**src/rtl/bbq_resp_monitor_pkg.sv**
```systemverilog
// ---------------------------------------------------------------------------
// heap_ops: shared BBQ heap types.
//   heap_op_t   - request/response operation type driven into and out of bbq.
//   mon_err_t   - error codes reported by bbq_resp_monitor. Lower code wins
//                 when several errors fire in the same cycle.
//   mon_state_t - bbq_resp_monitor control states.
//   mon_first_err() - picks the lowest-numbered raised error flag.
// ---------------------------------------------------------------------------
package heap_ops;

  typedef enum logic [1:0] {
    HEAP_OP_ENQUE     = 2'd0,
    HEAP_OP_DEQUE_MIN = 2'd1,
    HEAP_OP_DEQUE_MAX = 2'd2
  } heap_op_t;

  typedef enum logic [2:0] {
    MON_ERR_NONE          = 3'd0,
    MON_ERR_SIZE_MISMATCH = 3'd1,
    MON_ERR_ORDER         = 3'd2,
    MON_ERR_UNDERFLOW     = 3'd3,
    MON_ERR_SPURIOUS      = 3'd4,
    MON_ERR_TIMEOUT       = 3'd5,
    MON_ERR_OVERFLOW      = 3'd6
  } mon_err_t;

  typedef enum logic [1:0] {
    MON_INIT = 2'd0,
    MON_RUN  = 2'd1,
    MON_FAIL = 2'd2
  } mon_state_t;

  localparam int unsigned MON_FIFO_DEPTH = 256;

  // flags[k] set means error code k fired this cycle.
  function automatic mon_err_t mon_first_err(input logic [6:1] flags);
    mon_err_t code;
    code = MON_ERR_NONE;
    for (int i = 6; i >= 1; i--) begin
      if (flags[i]) code = mon_err_t'(3'(i));
    end
    return code;
  endfunction

endpackage

```
**src/rtl/bbq_mon_prio_fifo.sv**
```systemverilog
// ---------------------------------------------------------------------------
// bbq_mon_prio_fifo: 256-deep FIFO of enqueue-request priorities, so each
// ENQUE response can be paired with the priority of the request it answers.
// Ports:
//   user_clk, arst (sync, active-high), clear (sync soft clear)
//   push/push_prio - store an enqueue request priority (dropped when full)
//   pop            - discard the head entry (ignored when empty)
//   pop_prio       - head entry, valid while !empty
//   empty          - no stored entries
// ---------------------------------------------------------------------------
module bbq_mon_prio_fifo
  import heap_ops::*;
#(
  parameter int unsigned PW    = 15,
  parameter int unsigned DEPTH = MON_FIFO_DEPTH
) (
  input  logic          user_clk,
  input  logic          arst,
  input  logic          clear,
  input  logic          push,
  input  logic [PW-1:0] push_prio,
  input  logic          pop,
  output logic [PW-1:0] pop_prio,
  output logic          empty
);

  localparam int unsigned AW = $clog2(DEPTH);
  localparam int unsigned CW = AW + 1;

  logic [PW-1:0] mem_q [DEPTH];
  logic [AW-1:0] wr_ptr_q, wr_ptr_d;
  logic [AW-1:0] rd_ptr_q, rd_ptr_d;
  logic [CW-1:0] count_q, count_d;
  logic          do_push, do_pop;

  always_comb begin
    // NOTE: every always_comb output gets a default first so no path infers a latch.
    do_push  = push && (count_q != CW'(DEPTH));
    do_pop   = pop && (count_q != '0);
    wr_ptr_d = wr_ptr_q;
    rd_ptr_d = rd_ptr_q;
    if (do_push) wr_ptr_d = wr_ptr_q + AW'(1);
    if (do_pop)  rd_ptr_d = rd_ptr_q + AW'(1);
    count_d = count_q + CW'(do_push) - CW'(do_pop);
  end

  // NOTE: sequential state uses non-blocking assignments so all flops sample pre-edge values.
  always_ff @(posedge user_clk) begin
    if (arst || clear) begin
      wr_ptr_q <= '0;
      rd_ptr_q <= '0;
      count_q  <= '0;
    end else begin
      wr_ptr_q <= wr_ptr_d;
      rd_ptr_q <= rd_ptr_d;
      count_q  <= count_d;
    end
  end

  // NOTE: storage has no reset; pointers and count alone define which entries are live.
  always_ff @(posedge user_clk) begin
    if (do_push) mem_q[wr_ptr_q] <= push_prio;
  end

  assign pop_prio = mem_q[rd_ptr_q];
  assign empty    = (count_q == '0);

endmodule

```
**src/rtl/bbq_resp_monitor.sv**
```systemverilog
// ---------------------------------------------------------------------------
// bbq_resp_monitor: response-side checker for the BBQ heap. Tracks shadow
// occupancy, outstanding requests and a dequeue-order floor, and latches the
// first protocol/ordering violation.
// Ports:
//   user_clk, arst (sync, active-high), clear (sync soft clear, same as arst)
//   heap_ready                          - BBQ init done, INIT -> RUN
//   req_valid/req_op_type/req_priority  - request accepted by bbq
//   resp_valid/resp_op_type/resp_priority/resp_size - bbq output stream
//   err, err_code                       - sticky error flag and first code
//   enq_count, deq_count                - completed operations, wrapping
//   running                             - monitor is in RUN
// Build option: BBQ_MON_WATCHDOG_EN adds an idle watchdog raising TIMEOUT.
// ---------------------------------------------------------------------------
module bbq_resp_monitor
  import heap_ops::*;
#(
  parameter  int unsigned HEAP_BITMAP_WIDTH    = 32,
  parameter  int unsigned NB_LEVELS            = 3,
  parameter  int unsigned HEAP_ENTRY_DWIDTH    = 17,
  parameter  int unsigned HEAP_MAX_NUM_ENTRIES = (1 << 17) - 1,
  parameter  int unsigned TIMEOUT_CYCLES       = 1024,
  localparam int unsigned PW = $clog2(HEAP_BITMAP_WIDTH ** NB_LEVELS),
  localparam int unsigned SW = $clog2(HEAP_MAX_NUM_ENTRIES)
) (
  input  logic          user_clk,
  input  logic          arst,
  input  logic          heap_ready,
  input  logic          req_valid,
  input  heap_op_t      req_op_type,
  input  logic [PW-1:0] req_priority,
  input  logic          resp_valid,
  input  heap_op_t      resp_op_type,
  input  logic [PW-1:0] resp_priority,
  input  logic [SW-1:0] resp_size,
  input  logic          clear,
  output logic          err,
  output mon_err_t      err_code,
  output logic [31:0]   enq_count,
  output logic [31:0]   deq_count,
  output logic          running
);

  localparam logic [SW-1:0] SHADOW_MAX = SW'(HEAP_MAX_NUM_ENTRIES);

  mon_state_t    state_q, state_d;
  logic [7:0]    outst_q, outst_d;
  logic [SW-1:0] shadow_q, shadow_d;
  logic [PW-1:0] floor_q, floor_d;
  logic          err_q, err_d;
  mon_err_t      err_code_q, err_code_d;
  logic [31:0]   enq_count_q, enq_count_d;
  logic [31:0]   deq_count_q, deq_count_d;
  logic          running_q, running_d;

  logic [6:1]    flags;
  logic          fifo_push, fifo_pop, fifo_empty;
  logic [PW-1:0] fifo_prio, enq_prio;

`ifdef BBQ_MON_WATCHDOG_EN
  localparam logic [15:0] TIMEOUT_LIM = 16'(TIMEOUT_CYCLES);
  logic [15:0] idle_q, idle_d;
`else
  // The watchdog limit has no consumer when the watchdog is compiled out.
  logic unused_timeout;
  assign unused_timeout = ^TIMEOUT_CYCLES;
`endif

  bbq_mon_prio_fifo #(
    .PW    (PW),
    .DEPTH (MON_FIFO_DEPTH)
  ) u_prio_fifo (
    .user_clk  (user_clk),
    .arst      (arst),
    .clear     (clear),
    .push      (fifo_push),
    .push_prio (req_priority),
    .pop       (fifo_pop),
    .pop_prio  (fifo_prio),
    .empty     (fifo_empty)
  );

  always_comb begin
    state_d     = state_q;
    outst_d     = outst_q;
    shadow_d    = shadow_q;
    floor_d     = floor_q;
    err_d       = err_q;
    err_code_d  = err_code_q;
    enq_count_d = enq_count_q;
    deq_count_d = deq_count_q;
    flags       = '0;
    fifo_push   = 1'b0;
    fifo_pop    = 1'b0;
    enq_prio    = '0;
`ifdef BBQ_MON_WATCHDOG_EN
    idle_d      = idle_q;
`endif

    unique case (state_q)
      MON_INIT: begin
        if (req_valid || resp_valid) flags[MON_ERR_SPURIOUS] = 1'b1;
        else if (heap_ready)         state_d = MON_RUN;
      end

      MON_RUN: begin
        // A response is legal with nothing outstanding only if a request lands in the same cycle.
        if (resp_valid && (outst_q == '0) && !req_valid) flags[MON_ERR_SPURIOUS] = 1'b1;
        if (req_valid && !resp_valid && (outst_q == 8'hFF)) flags[MON_ERR_OVERFLOW] = 1'b1;
        outst_d   = outst_q + 8'(req_valid) - 8'(resp_valid);
        fifo_push = req_valid && (req_op_type == HEAP_OP_ENQUE);

        if (resp_valid) begin
          if (resp_op_type == HEAP_OP_ENQUE) begin
            // Pair with the oldest enqueue request; fall back to the bbq-reported priority.
            fifo_pop = !fifo_empty;
            enq_prio = fifo_empty ? resp_priority : fifo_prio;
            if (shadow_q == SHADOW_MAX) flags[MON_ERR_OVERFLOW] = 1'b1;
            else                        shadow_d = shadow_q + SW'(1);
            if (enq_prio < floor_q) floor_d = enq_prio;
            enq_count_d = enq_count_q + 32'd1;
          end else if (resp_op_type == HEAP_OP_DEQUE_MIN) begin
            if (shadow_q == '0) flags[MON_ERR_UNDERFLOW] = 1'b1;
            else                shadow_d = shadow_q - SW'(1);
            if (resp_priority < floor_q) flags[MON_ERR_ORDER] = 1'b1;
            else                         floor_d = resp_priority;
            deq_count_d = deq_count_q + 32'd1;
          end
          if (resp_size != shadow_d) flags[MON_ERR_SIZE_MISMATCH] = 1'b1;
        end

`ifdef BBQ_MON_WATCHDOG_EN
        if (resp_valid)           idle_d = '0;
        else if (outst_q != '0) begin
          idle_d = idle_q + 16'd1;
          if (idle_d >= TIMEOUT_LIM) flags[MON_ERR_TIMEOUT] = 1'b1;
        end else                  idle_d = '0;
`endif
      end

      MON_FAIL: ;

      default: state_d = MON_INIT;
    endcase

    if (flags != '0) begin
      state_d    = MON_FAIL;
      err_d      = 1'b1;
      err_code_d = mon_first_err(flags);
    end

    running_d = (state_d == MON_RUN);
  end

  always_ff @(posedge user_clk) begin
    if (arst || clear) begin
      state_q     <= MON_INIT;
      outst_q     <= '0;
      shadow_q    <= '0;
      floor_q     <= '0;
      err_q       <= 1'b0;
      err_code_q  <= MON_ERR_NONE;
      enq_count_q <= '0;
      deq_count_q <= '0;
      running_q   <= 1'b0;
`ifdef BBQ_MON_WATCHDOG_EN
      idle_q      <= '0;
`endif
    end else begin
      state_q     <= state_d;
      outst_q     <= outst_d;
      shadow_q    <= shadow_d;
      floor_q     <= floor_d;
      err_q       <= err_d;
      err_code_q  <= err_code_d;
      enq_count_q <= enq_count_d;
      deq_count_q <= deq_count_d;
      running_q   <= running_d;
`ifdef BBQ_MON_WATCHDOG_EN
      idle_q      <= idle_d;
`endif
    end
  end

  assign err       = err_q;
  assign err_code  = err_code_q;
  assign enq_count = enq_count_q;
  assign deq_count = deq_count_q;
  assign running   = running_q;

endmodule
```
**config.mk**
```make
export PLATFORM = sky130hd
export DESIGN_NAME = bbq_resp_monitor
export DESIGN_NICKNAME = d
export VERILOG_FILES = /design/src/rtl/bbq_resp_monitor_pkg.sv /design/src/rtl/bbq_mon_prio_fifo.sv /design/src/rtl/bbq_resp_monitor.sv
export SDC_FILE = /design/constraint.sdc
export NUM_CORES = 2
export LEC_CHECK = 0
export ABC_AREA = 0
export ABC_CLOCK_PERIOD_IN_PS = 6100
export BUFFER_PORTS_ARGS = -buffer_cell sky130_fd_sc_hd__buf_2
export CORE_UTILIZATION = 49
export CTS_BUF_LIST = sky130_fd_sc_hd__clkbuf_4
export DETAILED_ROUTE_END_ITERATION = 7
export MAX_ROUTING_LAYER = met4
export PLACE_DENSITY = 0.69
export SYNTH_ARGS = -nofsm -noshare
export SYNTH_HDL_FRONTEND = slang
export SYNTH_SLANG_ARGS = --single-unit
```
**constraint.sdc**
```tcl
create_clock -name user_clk -period 6.1 [get_ports user_clk]
set_input_delay 1.525 -clock user_clk [delete_from_list [all_inputs] [get_ports user_clk]]
set_output_delay 1.525 -clock user_clk [all_outputs]
set_load 0.1 [all_outputs]
```
# After elaboration in Yosys (flattened, before gate mapping)
# Memory sizes are Yosys's and may differ from the RTL's. A register that Yosys moved wholly into a read port is not among the register bits.
# Index checks and enable logic that the tools add are counted.
# Widths: inputs -> output; s select.
totals:
  ram_bits: 3840
  memories: 1
  elab_cells: 105
  reg_bits: 136
  out_inout_bits: 69
  in_bits: 57
memory_table:
  columns: ["memory", "depth", "width", "rd", "rd_ports_with_merged_regs", "wr", "line_no", "rtl"]
  rows:
  - ["u_prio_fifo.mem_q", 256, 15, 1, 1, 1, "bbq_mon_prio_fifo.sv:30", "logic [PW-1:0] mem_q [DEPTH];"]
classes:
  n_bitwise: 1
  magnitude_cmp: 2
  n_reduce_logical: 26
  mux: 43
  addsub: 10
  n_eq_ne: 10
ops:
  columns: ["op", "count"]
  rows:
  - ["$mux 17", 6]
  - ["$mux 15", 5]
  - ["$add 32x1->32 const B", 2]
  - ["$lt 15x15->1", 2]
  - ["$mux 3", 7]
  - ["$add 17x1->17 const B", 1]
  - ["$eq 17x17->1 const B", 1]
  - ["$logic_not 17->1", 1]
  - ["$ne 17x17->1", 1]
  - ["$sub 17x1->17 const B", 1]
  - ["$add 8x1->8 const B", 2]
  - ["$mux 1", 16]
  - ["$mux 8", 2]
  - ["$mux 2", 5]
  - ["$add 9x1->9", 1]
  - ["$logic_not 9->1", 1]
  - ["$ne 9x9->1 const B", 1]
  - ["$reduce_bool 9->1", 1]
  - ["$sub 9x1->9", 1]
  - ["$add 8x1->8", 1]
  - ["$eq 8x8->1 const B", 1]
  - ["$logic_not 8->1", 1]
  - ["$sub 8x1->8", 1]
  - ["$logic_and 1x1->1", 7]
  - ["other kinds (17)", 24]

# Logic depth before layout (Yosys ltp)
logic_depth:
  depth_word: 13
  depth_mapped: 26
  mapped_depth_nobuf: 19

# Hierarchy
# A second synthesis with hierarchy kept.
unflattened:
  cells_unflattened: 7423
  area_unflattened_um2: 155078.7
by_module_without_submodules:
  columns: ["module", "instances", "cells_per_inst", "seq_area_each_um2", "area_each_um2"]
  rows:
  - ["bbq_mon_prio_fifo", 1, 6557, 115971.2, 147954.4]
  - ["bbq_resp_monitor", 1, 866, 2222.1, 7124.3]

# Least setup slack after synthesis
# No wires, ideal clock.
synth_timing:
  path_kind: "flip-flop to flip-flop"
  from: "register with a tool-made name"
  to: "register floor_q[13]"
  t_required_ns: 5.968
  synth_period_minus_slack_ns: 5.290
  setup_slack_ns: 0.810
  path_stages_with_launch: 25
  arrival_ns: 5.159
  setup_ns: 0.132
  n_path_buf: 9
  cell_sequence: "dfxtp_1 -> buf_2 -> buf_4 -> buf_4 -> buf_6 -> buf_4 -> buf_4 -> buf_2 -> mux4_2 -> a211oi_1 -> a21oi_1 -> o21ai_0 -> a211oi_1 -> o32a_1 -> ha_1 -> a21o_1 -> a21o_1 -> a21oi_1 -> nor2_1 -> a2111oi_0 -> nand3_1 -> o22a_1 -> buf_2 -> buf_4 -> mux2i_1"
synth_lines:
  columns: ["item", "line_no", "rtl"]
  rows:
  - ["to (signal assigned)", "bbq_resp_monitor.sv:173", "floor_q <= floor_d;"]
  - ["to (decl)", "bbq_resp_monitor.sv:49", "logic [PW-1:0] floor_q, floor_d;"]

==> flow_summary.json <==
{
  "yosys_warnings": 0,
  "io_pins": 126,
  "worstSetupPathType": "reg2reg",
  "p_per_area_nw_per_um2": 290,
  "status": "finished clean",
  "core_area_um2": 318000,
  "mostFrequentLayoutCells": "edfxtp_1 (3840), clkbuf_4 (1353), mux4_2 (714)",
  "drt_iter0_drc": 14700,
  "wl_um": 480000,
  "die_h_um": 568,
  "grt_pass1_wl_um": 669000,
  "placed_area_um2": 167000,
  "rows": 207,
  "clk_pin_slew_ns": 0.07,
  "worstMarginPinSlew_ns": 1.23,
  "initial_core_util": 0.493,
  "arrival_ns": 7.59,
  "grt_max_degree": 161,
  "fin_ws_ns": 0.0374,
  "grt_setup_unrepaired": "no",
  "ys_types": 90,
  "utilization": 0.565,
  "gr-total-overflow": 0,
  "synth_nets": 8336,
  "place_ws_ns": -1.04,
  "fin_crit_ns": 6.06,
  "crit_fanout": 15,
  "synth_cells": 8213,
  "routabilityCongestion": 0.967,
  "max_freq_mhz": 165,
  "ys_seq_area_frac": 0.752,
  "cts_tree": "built",
  "skew_ns": 0.128,
  "num_vias": 92500,
  "fp.dieW_um": 568,
  "startpoint_type": "flop",
  "vdd_ir_drop_max_v": 0.000181,
  "track_usage": 0.303,
  "slew-limit-headroom": 0.155,
  "ys.flop_type": "edfxtp_1",
  "ant_nets": 0,
  "htreeDepth": 6,
  "drc": 0,
  "worstSetupEndpointType": "flop",
  "async_flop_share": 0,
  "dr.pass1.iters": 6,
  "drive_gt1_frac": 0.312,
  "io_buffer_count": 125,
  "path_cells": "buf_12 > buf_4 > buf_12 > and2_4 > buf_4 > a22oi_1 > o211ai_1 > o21ai_0 > nor4_2 > a41oi_1 > ha_1 > a21o_1 > a21o_1 > a21oi_1 > o21ai_0 > o31ai_1 > nand3_1 > o22a_2 > buf_4 > mux2i_1",
  "syn_avg_cell_area_um2": 19.1,
  "hp-class": "in2reg",
  "synth-seq-cells": 3984,
  "drv_slew": 0,
  "final_common_cell": "edfxtp_1",
  "slowest_stage": "nor4_2",
  "syn_to_final_growth_pct": 14.5,
  "dp_hpwl_um": 302000,
  "finalSetupViolCount": 0,
  "cts.path.max_buffers": 4,
  "cpMostUsedCell": "buf_4",
  "wl_per_cell_um": 33.1,
  "antenna_found_initial": 34,
  "insertion_delay_ns": 1.73,
  "layout.nets": 9633,
  "synth_edf_count": 3840,
  "die-area_um2": 323000,
  "cp.required_ns": 7.63,
  "path_delay_family": "compound AO/OA/AOI/OAI gates",
  "via_per_inst": 6.38,
  "cts_buffers": 939,
  "synthesis.area_um2": 157000,
  "fin_crit_sh": 0.994,
  "fin_area_um2": 180000,
  "p_leak_nw": 56.7,
  "clockRootBuffer": "clkbuf_4",
  "hold_viol": 0,
  "cpPeakStageDelay_ns": 0.66,
  "maxCapViolCount": 0,
  "grt_pass1_vias": 89400,
  "cts_sinks": 3984,
  "path_buf_inv": 5
}
-- area by class of cell --
cell class | instances | area [um^2]
fill | 23700 | 138000
sequential | 3984 | 118000
multi-input combinational | 3682 | 36800
clock buffer | 1353 | 10200
timing repair buffer | 841 | 7200
tap | 4180 | 5230
clock inverter | 355 | 1960
inverter | 62 | 240
antenna | 34 | 85.1
-- state kept, by name (all words and copies together), names as in the netlist, named ones only --
register / cells
u_prio_fifo.wr_ptr_q: 8
state_q: 2
shadow_q: 17
u_prio_fifo.count_q: 9
err_code: 3
u_prio_fifo.rd_ptr_q: 8
running: 1
enq_count: 32
u_prio_fifo.mem_q: 3840
outst_q: 8
floor_q: 15
err: 1
deq_count: 32
-- synth_stat cells (21+ instances only) --
cell type     n  area share
clkbuf_1    204      0.0049
mux2i_1     523       0.033
and3_1       28      0.0011
nand2_1     233      0.0056
and2_1       21     0.00084
o21ai_0     110      0.0035
mux4_2      714        0.10
ha_1         64      0.0051
buf_1        50      0.0012
inv_1        58      0.0014
nand3_1     162      0.0052
edfxtp_1   3840        0.73
nor3_1       41      0.0013
a22oi_1     257       0.012
nand4_1      92      0.0037
a221oi_1     57      0.0032
xor2_1       59      0.0033
nor4_1       26      0.0010
a211oi_1     29      0.0014
dfxtp_1     144       0.018
a22o_1       23      0.0013
a31oi_1      34      0.0014
o211ai_1     45      0.0022
buf_2       179      0.0057
o22ai_1      75      0.0030
nor2b_1      33      0.0013
nor2_1      504       0.012
mux2_2       66      0.0047
buf_4        45      0.0022
xnor2_1      46      0.0026
or3_1        38      0.0015
a21oi_1     157      0.0050
-- kinds of logic (layout without fill, tap and decap cells) --
kind of cell / after synthesis / count (layout) / share of synthesized area
flops: 3984 / 3984 / 0.752
mux: 1304 / 1304 / 0.141
simple gates: 1289 / 1289 / 0.0395
compound gates: 918 / 918 / 0.0404
buf+inv: 547 / 2611 / 0.0159
xor+xnor: 105 / 105 / 0.00586
fa+ha+maj: 66 / 66 / 0.00535
other cells: 0 / 34 / 0
-- metrics by stage --
| step | TNS (ns) | instances | power [mW] | hold slack [ns] |
|---|---|---|---|---|
| floorplan | 0 | 8213 | 30.6 | 0.438 |
| global placement | -16.67 | 12700 | 31.1 | 0.448 |
| detailed placement | -15.15 | 12700 | 31.2 | 0.452 |
| CTS | 0 | 14400 | 52.3 | 0.188 |
| global route | 0 | 14500 | 53.7 | 0.277 |
| finish | 0 | 14500 | 52.1 | 0.325 |
-- layer usage --
metal  global-route usage  routed length, um  vias up
met5                    -                  0        -
met4                0.129              22100        0
met3               0.0807              66500      931
met2                0.438             215000     7178
met1                0.406             176000    47300
li1                     -                  -    37000
-- worst paths after layout --
check	from	to	slack, ns	depth (start not counted)
min	heap_ready	running	0.32	4
min reg2reg	floor_q[1]	floor_q[1]	0.46	2
max	flop	floor_q[6]	0.04	20
max reg2reg	flop	floor_q[6]	0.04	20
-- worst min-delay path, cell delays in order --
cell,delay (ns)
buf_2,0.11
a21oi_1,0.10
or4_1,0.13
a211oi_1,0.05
-- where the power goes --
group          switching, mW  internal [mW]
sequential           0.00145           30.0
clock                   10.7           10.8
combinational          0.554         0.0821
-- timing repair --
action                                  in CTS  in global routing
pin swaps                                    1                  1
setup buffers                                7                 11
endpoints found under the setup margin      15                 15
hold buffers                                 0                  0
endpoints found under the hold margin        0                  0
gates resized for setup                      5                 11
(Power assumes the default switching activity.)
